<file path="src/rtl/mem_bus_arbiter_if.sv">
// Bus bundle between the icache/dcache controllers, the arbiter and memory.
// slave: the arbiter's view. master: the environment's view (caches + memory).
// Optional macro ARB_PERF_EN adds the performance counter outputs.
interface mem_bus_arbiter_if #(parameter int XLEN = 32);
    logic [1:0]        proc2Imem_command;
    logic [XLEN-1:0]   proc2Imem_addr;
    logic [1:0]        proc2Dmem_command;
    logic [XLEN-1:0]   proc2Dmem_addr;
    logic [2*XLEN-1:0] proc2Dmem_data;
    logic [3:0]        mem2proc_response;
    logic [2*XLEN-1:0] mem2proc_data;
    logic [3:0]        mem2proc_tag;
    logic [1:0]        proc2mem_command;
    logic [XLEN-1:0]   proc2mem_addr;
    logic [2*XLEN-1:0] proc2mem_data;
    logic [3:0]        Imem2proc_response;
    logic [2*XLEN-1:0] Imem2proc_data;
    logic [3:0]        Imem2proc_tag;
    logic [3:0]        Dmem2proc_response;
    logic [2*XLEN-1:0] Dmem2proc_data;
    logic [3:0]        Dmem2proc_tag;
    logic              dcache_request;
`ifdef ARB_PERF_EN
    logic [31:0]       perf_icache_grants;
    logic [31:0]       perf_dcache_grants;
    logic [31:0]       perf_conflicts;
    logic [31:0]       perf_dropped_tags;
`endif

    modport slave (
        input  proc2Imem_command, proc2Imem_addr,
        input  proc2Dmem_command, proc2Dmem_addr, proc2Dmem_data,
        input  mem2proc_response, mem2proc_data, mem2proc_tag,
        output proc2mem_command, proc2mem_addr, proc2mem_data,
        output Imem2proc_response, Imem2proc_data, Imem2proc_tag,
        output Dmem2proc_response, Dmem2proc_data, Dmem2proc_tag,
        output dcache_request
`ifdef ARB_PERF_EN
        , output perf_icache_grants, perf_dcache_grants, perf_conflicts, perf_dropped_tags
`endif
    );

    modport master (
        output proc2Imem_command, proc2Imem_addr,
        output proc2Dmem_command, proc2Dmem_addr, proc2Dmem_data,
        output mem2proc_response, mem2proc_data, mem2proc_tag,
        input  proc2mem_command, proc2mem_addr, proc2mem_data,
        input  Imem2proc_response, Imem2proc_data, Imem2proc_tag,
        input  Dmem2proc_response, Dmem2proc_data, Dmem2proc_tag,
        input  dcache_request
`ifdef ARB_PERF_EN
        , input perf_icache_grants, perf_dcache_grants, perf_conflicts, perf_dropped_tags
`endif
    );
endinterface

</file>
<file path="src/rtl/mem_bus_arbiter.sv">
// Arbitrates icache and dcache onto one memory bus. Dcache has priority
// except when the icache has been blocked STARVE_LIMIT cycles in a row.
// A tag owner table steers returning load data to the requester that
// issued the load; returns with no live owner are dropped.
// Optional macro ARB_PERF_EN adds 32-bit saturating perf counters.
module mem_bus_arbiter #(
    parameter int NUM_TAGS     = 16,
    parameter int STARVE_LIMIT = 4
) (
    input  logic          clock,
    input  logic          reset,
    mem_bus_arbiter_if.slave bus
);
    localparam logic [1:0] BUS_NONE = 2'd0;
    localparam logic [1:0] BUS_LOAD = 2'd1;
    localparam int         SW       = $clog2(STARVE_LIMIT + 1);
    localparam logic [SW-1:0] STARVE_MAX = SW'(STARVE_LIMIT);

    logic [NUM_TAGS-1:0] valid;
    logic [NUM_TAGS-1:0] owner;     // 0 = icache, 1 = dcache
    logic [SW-1:0]       starve_cnt;

    logic i_req, d_req, i_win, d_win, alloc, ret_hit, ret_drop;
    logic [1:0] win_cmd;

    // Grant decision and accept/return classification.
    always_comb begin
        i_req    = bus.proc2Imem_command != BUS_NONE;
        d_req    = bus.proc2Dmem_command != BUS_NONE;
        i_win    = i_req && (!d_req || starve_cnt == STARVE_MAX);
        d_win    = d_req && !i_win;
        win_cmd  = d_win ? bus.proc2Dmem_command :
                   i_win ? bus.proc2Imem_command : BUS_NONE;
        alloc    = win_cmd == BUS_LOAD && bus.mem2proc_response != 4'd0;
        ret_hit  = bus.mem2proc_tag != 4'd0 && valid[bus.mem2proc_tag];
        ret_drop = bus.mem2proc_tag != 4'd0 && !valid[bus.mem2proc_tag];
    end

    // Bus drive and response/return steering; everything held quiet in reset.
    always_comb begin
        bus.proc2mem_command   = BUS_NONE;
        bus.proc2mem_addr      = '0;
        bus.proc2mem_data      = '0;
        bus.Imem2proc_response = 4'd0;
        bus.Dmem2proc_response = 4'd0;
        bus.Imem2proc_tag      = 4'd0;
        bus.Imem2proc_data     = '0;
        bus.Dmem2proc_tag      = 4'd0;
        bus.Dmem2proc_data     = '0;
        bus.dcache_request     = 1'b0;
        if (!reset) begin
            if (d_win) begin
                bus.proc2mem_command   = bus.proc2Dmem_command;
                bus.proc2mem_addr      = bus.proc2Dmem_addr;
                bus.proc2mem_data      = bus.proc2Dmem_data;
                bus.Dmem2proc_response = bus.mem2proc_response;
                bus.dcache_request     = 1'b1;
            end else if (i_win) begin
                bus.proc2mem_command   = bus.proc2Imem_command;
                bus.proc2mem_addr      = bus.proc2Imem_addr;
                bus.Imem2proc_response = bus.mem2proc_response;
            end
            if (ret_hit) begin
                if (owner[bus.mem2proc_tag]) begin
                    bus.Dmem2proc_tag  = bus.mem2proc_tag;
                    bus.Dmem2proc_data = bus.mem2proc_data;
                end else begin
                    bus.Imem2proc_tag  = bus.mem2proc_tag;
                    bus.Imem2proc_data = bus.mem2proc_data;
                end
            end
        end
    end

    // Owner table and starvation counter; allocation is applied after the
    // clear so a same-cycle reuse of a returning tag keeps the new owner.
    always_ff @(posedge clock) begin
        if (reset) begin
            valid      <= '0;
            owner      <= '0;
            starve_cnt <= '0;
        end else begin
            if (ret_hit)
                valid[bus.mem2proc_tag] <= 1'b0;
            if (alloc) begin
                valid[bus.mem2proc_response] <= 1'b1;
                owner[bus.mem2proc_response] <= d_win;
            end
            if (i_req && !i_win)
                starve_cnt <= (starve_cnt == STARVE_MAX) ? starve_cnt : starve_cnt + 1'b1;
            else
                starve_cnt <= '0;
        end
    end

`ifdef ARB_PERF_EN
    // Saturating event counters.
    always_ff @(posedge clock) begin
        if (reset) begin
            bus.perf_icache_grants <= '0;
            bus.perf_dcache_grants <= '0;
            bus.perf_conflicts     <= '0;
            bus.perf_dropped_tags  <= '0;
        end else begin
            if (i_win && alloc && bus.perf_icache_grants != '1)
                bus.perf_icache_grants <= bus.perf_icache_grants + 1'b1;
            if (d_win && bus.mem2proc_response != 4'd0 && bus.perf_dcache_grants != '1)
                bus.perf_dcache_grants <= bus.perf_dcache_grants + 1'b1;
            if (i_req && d_req && bus.perf_conflicts != '1)
                bus.perf_conflicts <= bus.perf_conflicts + 1'b1;
            if (ret_drop && bus.perf_dropped_tags != '1)
                bus.perf_dropped_tags <= bus.perf_dropped_tags + 1'b1;
        end
    end
`else
    logic unused_drop;
    assign unused_drop = ret_drop;
`endif
endmodule

</file>
<file path="src/flat_wrapper.sv">
// flat-port wrapper written by rule: the top's interface ports become plain ports
module mem_bus_arbiter_flat 
#(
    parameter int NUM_TAGS     = 16,
    parameter int STARVE_LIMIT = 4
)
  (clock, reset, bus_proc2Imem_command, bus_proc2Imem_addr, bus_proc2Dmem_command, bus_proc2Dmem_addr, bus_proc2Dmem_data, bus_mem2proc_response, bus_mem2proc_data, bus_mem2proc_tag, bus_proc2mem_command, bus_proc2mem_addr, bus_proc2mem_data, bus_Imem2proc_response, bus_Imem2proc_data, bus_Imem2proc_tag, bus_Dmem2proc_response, bus_Dmem2proc_data, bus_Dmem2proc_tag, bus_dcache_request);
  mem_bus_arbiter_if #(.XLEN(32)) bus_i ();
  input  logic clock;
  input  logic reset;
  input wire logic [$bits(bus_i.proc2Imem_command)-1:0] bus_proc2Imem_command;
  input wire logic [$bits(bus_i.proc2Imem_addr)-1:0] bus_proc2Imem_addr;
  input wire logic [$bits(bus_i.proc2Dmem_command)-1:0] bus_proc2Dmem_command;
  input wire logic [$bits(bus_i.proc2Dmem_addr)-1:0] bus_proc2Dmem_addr;
  input wire logic [$bits(bus_i.proc2Dmem_data)-1:0] bus_proc2Dmem_data;
  input wire logic [$bits(bus_i.mem2proc_response)-1:0] bus_mem2proc_response;
  input wire logic [$bits(bus_i.mem2proc_data)-1:0] bus_mem2proc_data;
  input wire logic [$bits(bus_i.mem2proc_tag)-1:0] bus_mem2proc_tag;
  output wire logic [$bits(bus_i.proc2mem_command)-1:0] bus_proc2mem_command;
  output wire logic [$bits(bus_i.proc2mem_addr)-1:0] bus_proc2mem_addr;
  output wire logic [$bits(bus_i.proc2mem_data)-1:0] bus_proc2mem_data;
  output wire logic [$bits(bus_i.Imem2proc_response)-1:0] bus_Imem2proc_response;
  output wire logic [$bits(bus_i.Imem2proc_data)-1:0] bus_Imem2proc_data;
  output wire logic [$bits(bus_i.Imem2proc_tag)-1:0] bus_Imem2proc_tag;
  output wire logic [$bits(bus_i.Dmem2proc_response)-1:0] bus_Dmem2proc_response;
  output wire logic [$bits(bus_i.Dmem2proc_data)-1:0] bus_Dmem2proc_data;
  output wire logic [$bits(bus_i.Dmem2proc_tag)-1:0] bus_Dmem2proc_tag;
  output wire logic [$bits(bus_i.dcache_request)-1:0] bus_dcache_request;
  assign bus_i.proc2Imem_command = bus_proc2Imem_command;
  assign bus_i.proc2Imem_addr = bus_proc2Imem_addr;
  assign bus_i.proc2Dmem_command = bus_proc2Dmem_command;
  assign bus_i.proc2Dmem_addr = bus_proc2Dmem_addr;
  assign bus_i.proc2Dmem_data = bus_proc2Dmem_data;
  assign bus_i.mem2proc_response = bus_mem2proc_response;
  assign bus_i.mem2proc_data = bus_mem2proc_data;
  assign bus_i.mem2proc_tag = bus_mem2proc_tag;
  assign bus_proc2mem_command = bus_i.proc2mem_command;
  assign bus_proc2mem_addr = bus_i.proc2mem_addr;
  assign bus_proc2mem_data = bus_i.proc2mem_data;
  assign bus_Imem2proc_response = bus_i.Imem2proc_response;
  assign bus_Imem2proc_data = bus_i.Imem2proc_data;
  assign bus_Imem2proc_tag = bus_i.Imem2proc_tag;
  assign bus_Dmem2proc_response = bus_i.Dmem2proc_response;
  assign bus_Dmem2proc_data = bus_i.Dmem2proc_data;
  assign bus_Dmem2proc_tag = bus_i.Dmem2proc_tag;
  assign bus_dcache_request = bus_i.dcache_request;
  mem_bus_arbiter #(.NUM_TAGS(NUM_TAGS), .STARVE_LIMIT(STARVE_LIMIT)) u_core (.clock(clock), .reset(reset), .bus(bus_i));
endmodule
</file>
<file path="config.mk">
export PLATFORM = sky130hd
export DESIGN_NAME = mem_bus_arbiter_flat
export DESIGN_NICKNAME = d
export VERILOG_FILES = /design/src/rtl/mem_bus_arbiter_if.sv /design/src/rtl/mem_bus_arbiter.sv /design/src/flat_wrapper.sv
export SDC_FILE = /design/constraint.sdc
export NUM_CORES = 1
export LEC_CHECK = 0
export ABC_AREA = 1
export BUFFER_PORTS_ARGS = -buffer_cell sky130_fd_sc_hd__buf_2
export CAP_MARGIN = 20
export CORE_AREA = 2 2 173 175
export DETAILED_ROUTE_END_ITERATION = 8
export DIE_AREA = 0 0 175 177
export MAX_ROUTING_LAYER = met4
export PLACE_DENSITY = 0.37
export SYNTH_ARGS = -nofsm -noshare
export SYNTH_HDL_FRONTEND = slang
export SYNTH_SLANG_ARGS = --single-unit
</file>
<file path="constraint.sdc">
create_clock -name clock -period 3.15 [get_ports clock]
set_input_delay 0.945 -clock clock [delete_from_list [all_inputs] [get_ports clock]]
set_output_delay 0.945 -clock clock [all_outputs]
set_load 0.02 [all_outputs]
</file>
==> results of run 1 <==
-- cells in the mapped netlist (all sizes together) --
cell type	count	area [um^2]
a32o	32	320
nand4	2	12.5
nand2	260	981
buf	25	155
o21ai	18	93.8
nor2	257	970
nand3	21	110
ha	2	25.0
inv	39	146
a21oi	27	135
clkbuf	30	113
xnor2	1	8.76
nor3	4	20.0
dfxtp	35	701
-- registers in the layout, summed over array words and instances (netlist names) --
| register | count |
|---|---|
| u_core.owner | 16 |
| u_core.valid | 16 |
| u_core.starve_cnt | 3 |
-- power by group --
part           switching, W  internal (W)  total [W]
Combinational      0.000438      0.000275   0.000713
Clock              0.000180      0.000337   0.000516
Sequential       0.00000500      0.000450   0.000455
Total              0.000623       0.00106    0.00168
-- final cells by class --
class	count	area, um^2	area share [%]
repair buffers	498	3380	42.8
multi-input cells	624	3010	38.1
well taps	390	488	6.17
inverters	39	163	2.06
flip-flops and latches	35	701	8.86
clock buffers	8	156	1.98
-- critical path, stage by stage --
cell	delay, ns
buf_12	0.13
buf_8	0.12
nand2_2	0.04
nand2_1	0.05
nand2_1	0.06
nand2_1	0.05
nand2_1	0.06
nand4_1	0.19
nand3_2	0.14
buf_12	0.26
nor2_1	0.08
buf_4	0.17
-- per-stage QoR --
step	setup TNS (ns)	setup WS, ns	hold slack, ns	cells	utilization, %
finish	-18.29	-0.168	0.433	1594	27.0
CTS	-11.68	-0.129	0.436	1591	25.7
detailed placement	-31.07	-0.301	0.426	1581	23.0
floorplan	-0.824	-0.0222	0.403	753	-
global placement	-31.25	-0.314	0.432	1581	23.0
global route	-33.40	-0.291	0.469	1594	27.0
-- routing by layer --
metal | track usage, % | share of wire, %
met3 | 1.87 | 6.7
met2 | 24.8 | 51
met5 | - | 0
met1 | 15.8 | 40
met4 | 3.89 | 2.4
-- final timing paths --
path                                           from  slack (ns)                            to  depth (start not counted)
setup / recovery                bus_mem2proc_tag[0]       -0.17        bus_Imem2proc_data[18]                         12
hold / removal         u_core.owner[0]$_SDFFE_PP0P_        0.43  u_core.owner[0]$_SDFFE_PP0P_                          2
setup reg to reg  u_core.starve_cnt[0]$_SDFFE_PP0N_        1.05  u_core.owner[7]$_SDFFE_PP0P_                         10
hold reg to reg        u_core.owner[0]$_SDFFE_PP0P_        0.43  u_core.owner[0]$_SDFFE_PP0P_                          2
-- cell usage in the layout (no fill, tap or decap), types with 27 or more instances in the layout --
| master | n |
|---|---|
| nor2_4 | 33 |
| buf_2 | 314 |
| buf_6 | 45 |
| inv_1 | 35 |
| buf_4 | 117 |
| a21oi_1 | 27 |
| nand2_1 | 245 |
| dfxtp_1 | 35 |
| nor2_1 | 208 |
| a32o_1 | 32 |
-- cells by family (layout without fill, tap and decap cells) --
family | Yosys count | in the layout | share of synthesized area (%)
XOR/XNOR | 1 | 1 | 0.231
flip-flops | 35 | 35 | 18.5
AND/OR/NAND/NOR | 544 | 544 | 55.2
buffers and inverters | 94 | 545 | 10.9
adder cells (fa/ha/maj) | 2 | 2 | 0.660
AO/OA/AOI/OAI | 77 | 77 | 14.5
-- repair_timing --
action | 4_1_cts | 5_1_grt
resized for setup | 209 | 94
setup buffers | 2 | 0
pin swaps | 4 | 18
hold buffers | 0 | 0
setup endpoints to repair | 141 | 175
gates cloned | 0 | 3
==> summary.txt, run 1 <==
Cells and area
  • Final Cell Area: 7910 um^2
  • Final #Nets: 1,411
  • Layout cells sized above 1: 47.9%
  • Ant diodes: 0
  • Area delta synth->final: 109%
  • Filler cell count in the final layout: 3,314

Power
  • Leak pwr: 4.21 nW
  • Pwr per Cell Area: 213 nW/um^2
  • Peak VDD IR: 0.000225 V
  • Pwr Total: 0.00168 W

Yosys
  • Mean Syn Cell Area: 5.03 um^2
  • Syn Std Cell Area: 3790 um^2
  • Synth Instances: 753
  • FF+latch count, synth: 35
  • Syn_nets: 961
  • Post-synthesis sequential area ratio: 18.5%
  • Distinct cells, synth: 23
  • Ys Warns: 0

Timing
  • Hold Vio Cnt, Final: 0
  • Layout Skew: 0.00244 ns
  • Worst relative slew slack: 60.3%
  • Crit path time final: 3.32 ns
  • Setup WS post-layout: -0.168 ns
  • Final Setup Violations: 135
  • Worst-Margin Slew: 0.596 ns
  • Slew Viols, Final: 0
  • Final worst path period share: 105%
  • RSZ-0062 raised after global routing: yes
  • FMAX: 301 MHz

Clock network
  • Clock root buffer: clkbuf_16
  • H-tree level count: 2
  • Worst-Skew Late Latency: 0.28 ns
  • Reg clk slew, reported paths: 0.05 ns
  • CTS tree: yes
  • CTS Sinks: 35
  • CTS buffer count: 5
  • Longest Clk Path Bufs: 2

Detailed routing
  • DRC Markers: 0
  • Via density per instance: 4.09
  • DR vias: 6,525
  • WL final: 23,000 um
  • Antenna-violating nets left: 0
  • DRT Pass-1 Iters: 4
  • Routed len/inst: 14.4 um
  • DRT iter0 DRCs: 343

GRT
  • Gr usage total: 13.7%
  • GRT overflow: 0
  • Initial antenna violation count: 0
  • Largest net degree at the start of global routing: 69
  • First-pass GRT wire length: 33,100 um
  • Vias in the first global route: 6,144

Die
  • Die Width: 175 um
  • Num ports: 449
  • Row count: 63
  • Area of the core: 29,200 um^2
  • Die ar.: 31,000 um^2
  • Initial Utilization: 13.0%
  • Die Ht: 177 um

Worst setup path
  • Req. time, crit path: 2.20 ns
  • Crit end category: output pin
  • Arrival time worst endpoint: 2.37 ns
  • Worst setup SP type: primary input
  • CP Class: primary input to output pin
  • Crit path max fanout: 68

Status
  • Status: complete, but fails checks
  • Violated checks: negative setup slack

Flow run
  • Max-capacitance violation count: 0

Min path
  • Hold Crit Class: flip-flop to flip-flop

Place
  • RePlAce Congestion: 0.813
  • Dpl cell area: 6730 um^2
  • Post-DP HPWL: 18,800 um
  • Port Buf Inserts: 448
Power figures use the tool's default switching activity.
==> run 2, diff against run 1 <==
SETUP_SLACK_MARGIN = 0.1   (was default)
==> summary.txt, run 2 (synthesis results as in run 1) <==
Clock network
  • CTS Sinks: 35
  • Longest Clk Path Bufs: 2
  • Hold Buf Count CTS: 0
  • CTS tree: yes
  • Clock root buffer: clkbuf_16
  • Worst-Skew Late Latency: 0.28 ns
  • Reg clk slew, reported paths: 0.06 ns
  • H-tree level count: 2
  • CTS buffer count: 5

GRT
  • Gr usage total: 14.6%
  • First-pass GRT wire length: 34,800 um
  • GRT overflow: 0
  • Vias in the first global route: 6,057
  • Initial antenna violation count: 2
  • Largest net degree at the start of global routing: 71

Die
  • Die Width: 175 um
  • Area of the core: 29,200 um^2
  • Num ports: 449
  • Initial Utilization: 13.0%
  • Die Ht: 177 um
  • Row count: 63
  • Die ar.: 31,000 um^2

Worst setup path
  • Worst setup SP type: primary input
  • Arrival time worst endpoint: 2.45 ns
  • CP Class: primary input to output pin
  • R2R Path Start: u_core.starve_cnt[0]$_SDFFE_PP0N_
  • Crit path max fanout: 12
  • Max incr delay on CP: 0.18 ns
  • Crit end category: output pin
  • Reg2Reg Setup Slack: 1.07 ns
  • Req. time, crit path: 2.20 ns
  • R2r worst-path depth: 12
  • Worst path slowest cell: clkbuf_16
  • Critical path, cell by cell: buf_12 > buf_16 > nor2_4 > nand2_2 > nand3_2 > nand2_2 > nand4_1 > buf_4 > nand3_4 > buf_12 > clkbuf_16 > nor2_1 > buf_4
  • Crit Reg-Reg Endpoint: u_core.owner[2]$_SDFFE_PP0P_

Detailed routing
  • Antenna-violating nets left: 0
  • Via density per instance: 4.17
  • DRC Markers: 0
  • DRT iter0 DRCs: 312
  • WL final: 26,800 um
  • Routed len/inst: 16.5 um
  • DR vias: 6,779
  • DRT Pass-1 Iters: 4

Timing
  • Worst relative slew slack: 63.2%
  • Layout Skew: 0.00357 ns
  • RSZ-0062 raised after global routing: yes
  • Crit path time final: 3.40 ns
  • Worst-Margin Slew: 0.548 ns
  • Final worst path period share: 108%
  • FMAX: 294 MHz
  • Hold WS: 0.431 ns
  • Hold Vio Cnt, Final: 0
  • Slew Viols, Final: 0
  • Final Setup Violations: 136
  • Setup WS post-layout: -0.249 ns

Status
  • Violated checks: negative setup slack
  • Status: complete, but fails checks

Power
  • Peak VDD IR: 0.000161 V
  • Leak pwr: 4.67 nW
  • Pwr per Cell Area: 192 nW/um^2
  • Pwr Total: 0.00181 W

Place
  • Post-DP HPWL: 19,400 um
  • RePlAce Congestion: 0.829
  • Port Buf Inserts: 448
  • Place WS: -0.384 ns

Cells and area
  • Final #Nets: 1,442
  • Most frequent cells in the layout: buf_2, nand2_1, buf_6
  • Most common cell after layout, fill and taps aside: buf_2
  • Regs by FF count: u_core.owner: 16 flops, u_core.valid: 16 flops, u_core.starve_cnt: 3 flops
  • Flip-flop and latch area: 701 um^2
  • Final core utilization: 32.1%
  • Area of the multi-input gates: 3410 um^2
  • Filler cell count in the final layout: 3,129
  • Area delta synth->final: 148%
  • Layout cells sized above 1: 57.0%

Min path
  • Hold Crit Class: flip-flop to flip-flop
  • Hold endpoint: u_core.owner[0]$_SDFFE_PP0P_
  • Hold path depth: 2
  • Hold Path Origin: u_core.owner[0]$_SDFFE_PP0P_

Flow run
  • Max-capacitance violation count: 0
-- run 2: cell types whose count changed in the layout (fill, tap and decap cells not counted), sizes merged --
| cell | previous run | this run |
|---|---|---|
| buf | 496 | 515 |
| clkbuf | 10 | 20 |
| clkinv | 2 | 3 |
| diode | 0 | 1 |
| clkinvlp | 0 | 1 |
-- run 2: per-layer routing --
layer  vias up  track usage, %  wire, um
li1       3329               -         -
met1      3069            17.9     11300
met2       345            26.0     13500
met5         -               -         0
met4         0            1.60       517
met3        36            2.30      1590
-- run 2: worst max-delay path by stage --
stage                                         to  slack, ns  cells after the start                 from
final                     bus_Imem2proc_data[15]      -0.25                     13  bus_mem2proc_tag[0]
after global routing       bus_Imem2proc_data[2]      -0.36                     13  bus_mem2proc_tag[0]
after CTS                 bus_Dmem2proc_data[29]      -0.27                     13  bus_mem2proc_tag[0]
after detailed placement  bus_Dmem2proc_data[29]      -0.38                     14  bus_mem2proc_tag[0]
after global placement    bus_Dmem2proc_data[56]      -0.37                     14  bus_mem2proc_tag[0]
after floorplan           bus_Dmem2proc_data[46]       0.05                     14  bus_mem2proc_tag[0]
-- run 2: worst max-delay path, delay by kind of cell --
kind          cells  cell delay, ns
buf+inv           6            0.90
simple gates      7            0.59
-- run 2: cell type report --
class,count,share of cell area [%]
Inverter,39,1.88
Multi-Input combinational cell,624,36.3
Clock buffer,6,1.37
Sequential cell,35,7.46
Tap cell,390,5.19
Antenna cell,1,0.0266
Timing Repair Buffer,529,47.6
Clock inverter,2,0.133
-- run 2: stage by stage --
step	area, um^2	setup TNS (ns)	instances
after global routing	9400	-38.60	1626
after global placement	6890	-42.64	1578
after CTS	7990	-27.96	1598
after detailed placement	6890	-43.21	1578
final	9400	-26.67	1626
after floorplan	3980	0	753
-- run 2: power by group --
| group | switching (W) | total [W] | leakage, nW | internal [W] |
|---|---|---|---|---|
| Sequential | 0.00000472 | 0.000455 | 0.283 | 0.000450 |
| Clock | 0.000191 | 0.000483 | 0.0669 | 0.000292 |
| Combinational | 0.000501 | 0.000871 | 4.32 | 0.000370 |
| Total | 0.000697 | 0.00181 | 4.67 | 0.00111 |
-- run 2: timing repair --
item / CTS / global route
cloned: 7 / 19
hold endpoints to repair: 0 / 0
buffers inserted: 5 / 8
gates resized for setup: 230 / 273
endpoints found under the setup margin: 195 / 236
pin swaps: 5 / 16
==> run 3, diff against run 2 <==
CORE_AREA = 2 2 176 178   (was 2 2 173 175)
CTS_BUF_LIST = sky130_fd_sc_hd__clkbuf_4   (was default)
DIE_AREA = 0 0 178 180   (was 0 0 175 177)
TNS_END_PERCENT = 5   (was default)
clock period = 3.1 ns   (was 3.15 ns; I/O delays follow)
==> summary.txt, run 3 (synthesis results as in run 1) <==
Die
  • Die Ht: 180 um
  • Area of the core: 30,200 um^2
  • Row count: 64
  • Num ports: 449
  • Initial Utilization: 12.6%
  • Die ar.: 32,000 um^2
  • Die Width: 178 um

Worst setup path
  • Crit path max-delay family: buffers and inverters
  • Worst path slowest cell: nand4_1
  • Crit Reg-Reg Endpoint: u_core.owner[2]$_SDFFE_PP0P_
  • R2R Path Start: u_core.starve_cnt[0]$_SDFFE_PP0N_
  • Arrival time worst endpoint: 2.45 ns
  • R2r worst-path depth: 10
  • Crit path buffers/inverters: 6
  • Critical path, cell by cell: buf_12 > buf_12 > nor2_4 > nand2_1 > nand3_1 > nand2_1 > nand4_1 > nand3_4 > buf_12 > buf_6 > buf_6 > nor2_4 > buf_6
  • Req. time, crit path: 2.17 ns
  • Reg2Reg Setup Slack: 1.01 ns
  • Worst setup SP type: primary input
  • Crit path max fanout: 8
  • CP Class: primary input to output pin
  • Crit end category: output pin
  • Max incr delay on CP: 0.21 ns

Timing
  • Worst-Margin Slew: 0.559 ns
  • Hold Vio Cnt, Final: 0
  • Setup WS post-layout: -0.283 ns
  • Final worst path period share: 109%
  • FMAX: 296 MHz
  • Crit path time final: 3.38 ns
  • Layout Skew: 0.00786 ns
  • RSZ-0062 raised after global routing: yes
  • Slew Viols, Final: 0
  • Setup TNS: -29.50 ns
  • Worst relative slew slack: 62.5%
  • Final Setup Violations: 136

Clock network
  • Hold Buf Count CTS: 0
  • CTS Sinks: 35
  • CTS buffer count: 5
  • Longest Clk Path Bufs: 2
  • Clock root buffer: clkbuf_4
  • CTS tree: yes
  • H-tree level count: 2
  • Worst-Skew Late Latency: 0.34 ns
  • Reg clk slew, reported paths: 0.11 ns

Place
  • Place WS: -0.373 ns
  • RePlAce Congestion: 0.857
  • Port Buf Inserts: 448
  • Post-DP HPWL: 18,300 um

Cells and area
  • Most common cell after layout, fill and taps aside: buf_2
  • Filler cell count in the final layout: 3,394
  • Most frequent cells in the layout: buf_2, nand2_1, nor2_1
  • Final #Nets: 1,403
  • Regs by FF count: u_core.owner: 16 flops, u_core.valid: 16 flops, u_core.starve_cnt: 3 flops
  • Area delta synth->final: 112%
  • Layout cells sized above 1: 53.2%
  • Final core utilization: 26.6%

Detailed routing
  • DRT iter0 DRCs: 329
  • Antenna-violating nets left: 0
  • WL final: 23,700 um
  • Routed len/inst: 14.9 um
  • DR vias: 6,418
  • Via density per instance: 4.03
  • DRC Markers: 0
  • DRT Pass-1 Iters: 5

Min path
  • Hold path depth: 1
  • Hold Crit Class: flip-flop to flip-flop
  • Hold endpoint: u_core.starve_cnt[0]$_SDFFE_PP0N_
  • Hold Path Origin: u_core.starve_cnt[0]$_SDFFE_PP0N_

Power
  • Pwr Total: 0.00149 W
  • Leak pwr: 4.22 nW
  • Pwr per Cell Area: 185 nW/um^2
  • Peak VDD IR: 0.000107 V

GRT
  • Gr usage total: 13.6%
  • Largest net degree at the start of global routing: 88
  • GRT overflow: 0
  • First-pass GRT wire length: 33,500 um
  • Vias in the first global route: 5,997
  • Initial antenna violation count: 1

Flow run
  • Max-capacitance violation count: 0

Status
  • Status: complete, but fails checks
  • Violated checks: negative setup slack
[run 3: cell types whose count changed in the layout (fill, tap and decap cells not counted), moves of 3 or more]
cell       change
nor2_1        +24
buf_2         +15
nand2_2        -4
inv_2          -3
buf_4         +55
buf_8          -3
clkbuf_16     -17
buf_6         -88
clkbuf_4       +7
buf_12         -7
nor2_4        -45
nand2_1        +5
nor2_2        +21
[run 3: worst max path at each step]
stage	from	endpoint	slack, ns	cells past startpoint
after floorplan	bus_mem2proc_tag[0]	bus_Imem2proc_data[46]	0.04	10
after global placement	bus_mem2proc_tag[0]	bus_Imem2proc_data[16]	-0.39	13
after detailed placement	bus_mem2proc_tag[0]	bus_Imem2proc_data[16]	-0.37	12
after CTS	bus_mem2proc_tag[0]	bus_Imem2proc_data[16]	-0.30	12
after global routing	bus_mem2proc_tag[0]	bus_Imem2proc_data[3]	-0.37	15
final	bus_mem2proc_tag[0]	bus_Imem2proc_data[3]	-0.28	13
[run 3: where the power goes]
group	internal (W)	total, W	leakage [nW]	switching, W
clock	0.000106	0.000260	0.0361	0.000154
combinational	0.000312	0.000769	3.90	0.000457
sequential	0.000457	0.000462	0.283	0.00000509
total	0.000876	0.00149	4.22	0.000616
[run 3: repair_timing]
item | 4_1_cts | 5_1_grt
setup buffers | 2 | 1
gates cloned | 6 | 3
endpoints found under the setup margin | 222 | 220
resized for setup | 144 | 162
pin swaps | 17 | 20
[run 3: final cells by class]
cell class	instances	area (um^2)	area share, %
timing repair buffer	490	3510	43.7
sequential	35	703	8.74
inverter	39	163	2.02
antenna	1	2.50	0.0311
clock inverter	1	5.00	0.0622
tap	396	495	6.16
multi-input combinational	624	3110	38.6
clock buffer	7	52.6	0.653
[run 3: stage by stage]
stage | std cells | hold WS, ns | cell area, um^2
6_report | 1593 | 0.420 | 8040
5_1_grt | 1593 | 0.449 | 8040
4_1_cts | 1588 | 0.425 | 7500
3_5_place_dp | 1572 | 0.425 | 6840
3_3_place_gp | 1572 | 0.420 | 6840
2_1_floorplan | 753 | 0.403 | 4010
[run 3: metal layers]
metal  vias up  GRT usage, %  routed length [um]
li1       3242             -                   -
met1      2821          15.9                9730
met2       331          24.5               11800
met3        24          2.33                1820
met4         0          2.43                 320
met5         -             -                   0
[run 3: worst register-to-register path, delay by kind of cell (launching register included)]
family | cells | cell delay (ns)
simple gates | 5 | 0.69
compound gates | 2 | 0.53
flops | 1 | 0.34
buf+inv | 2 | 0.21
fa+ha+maj | 1 | 0.20
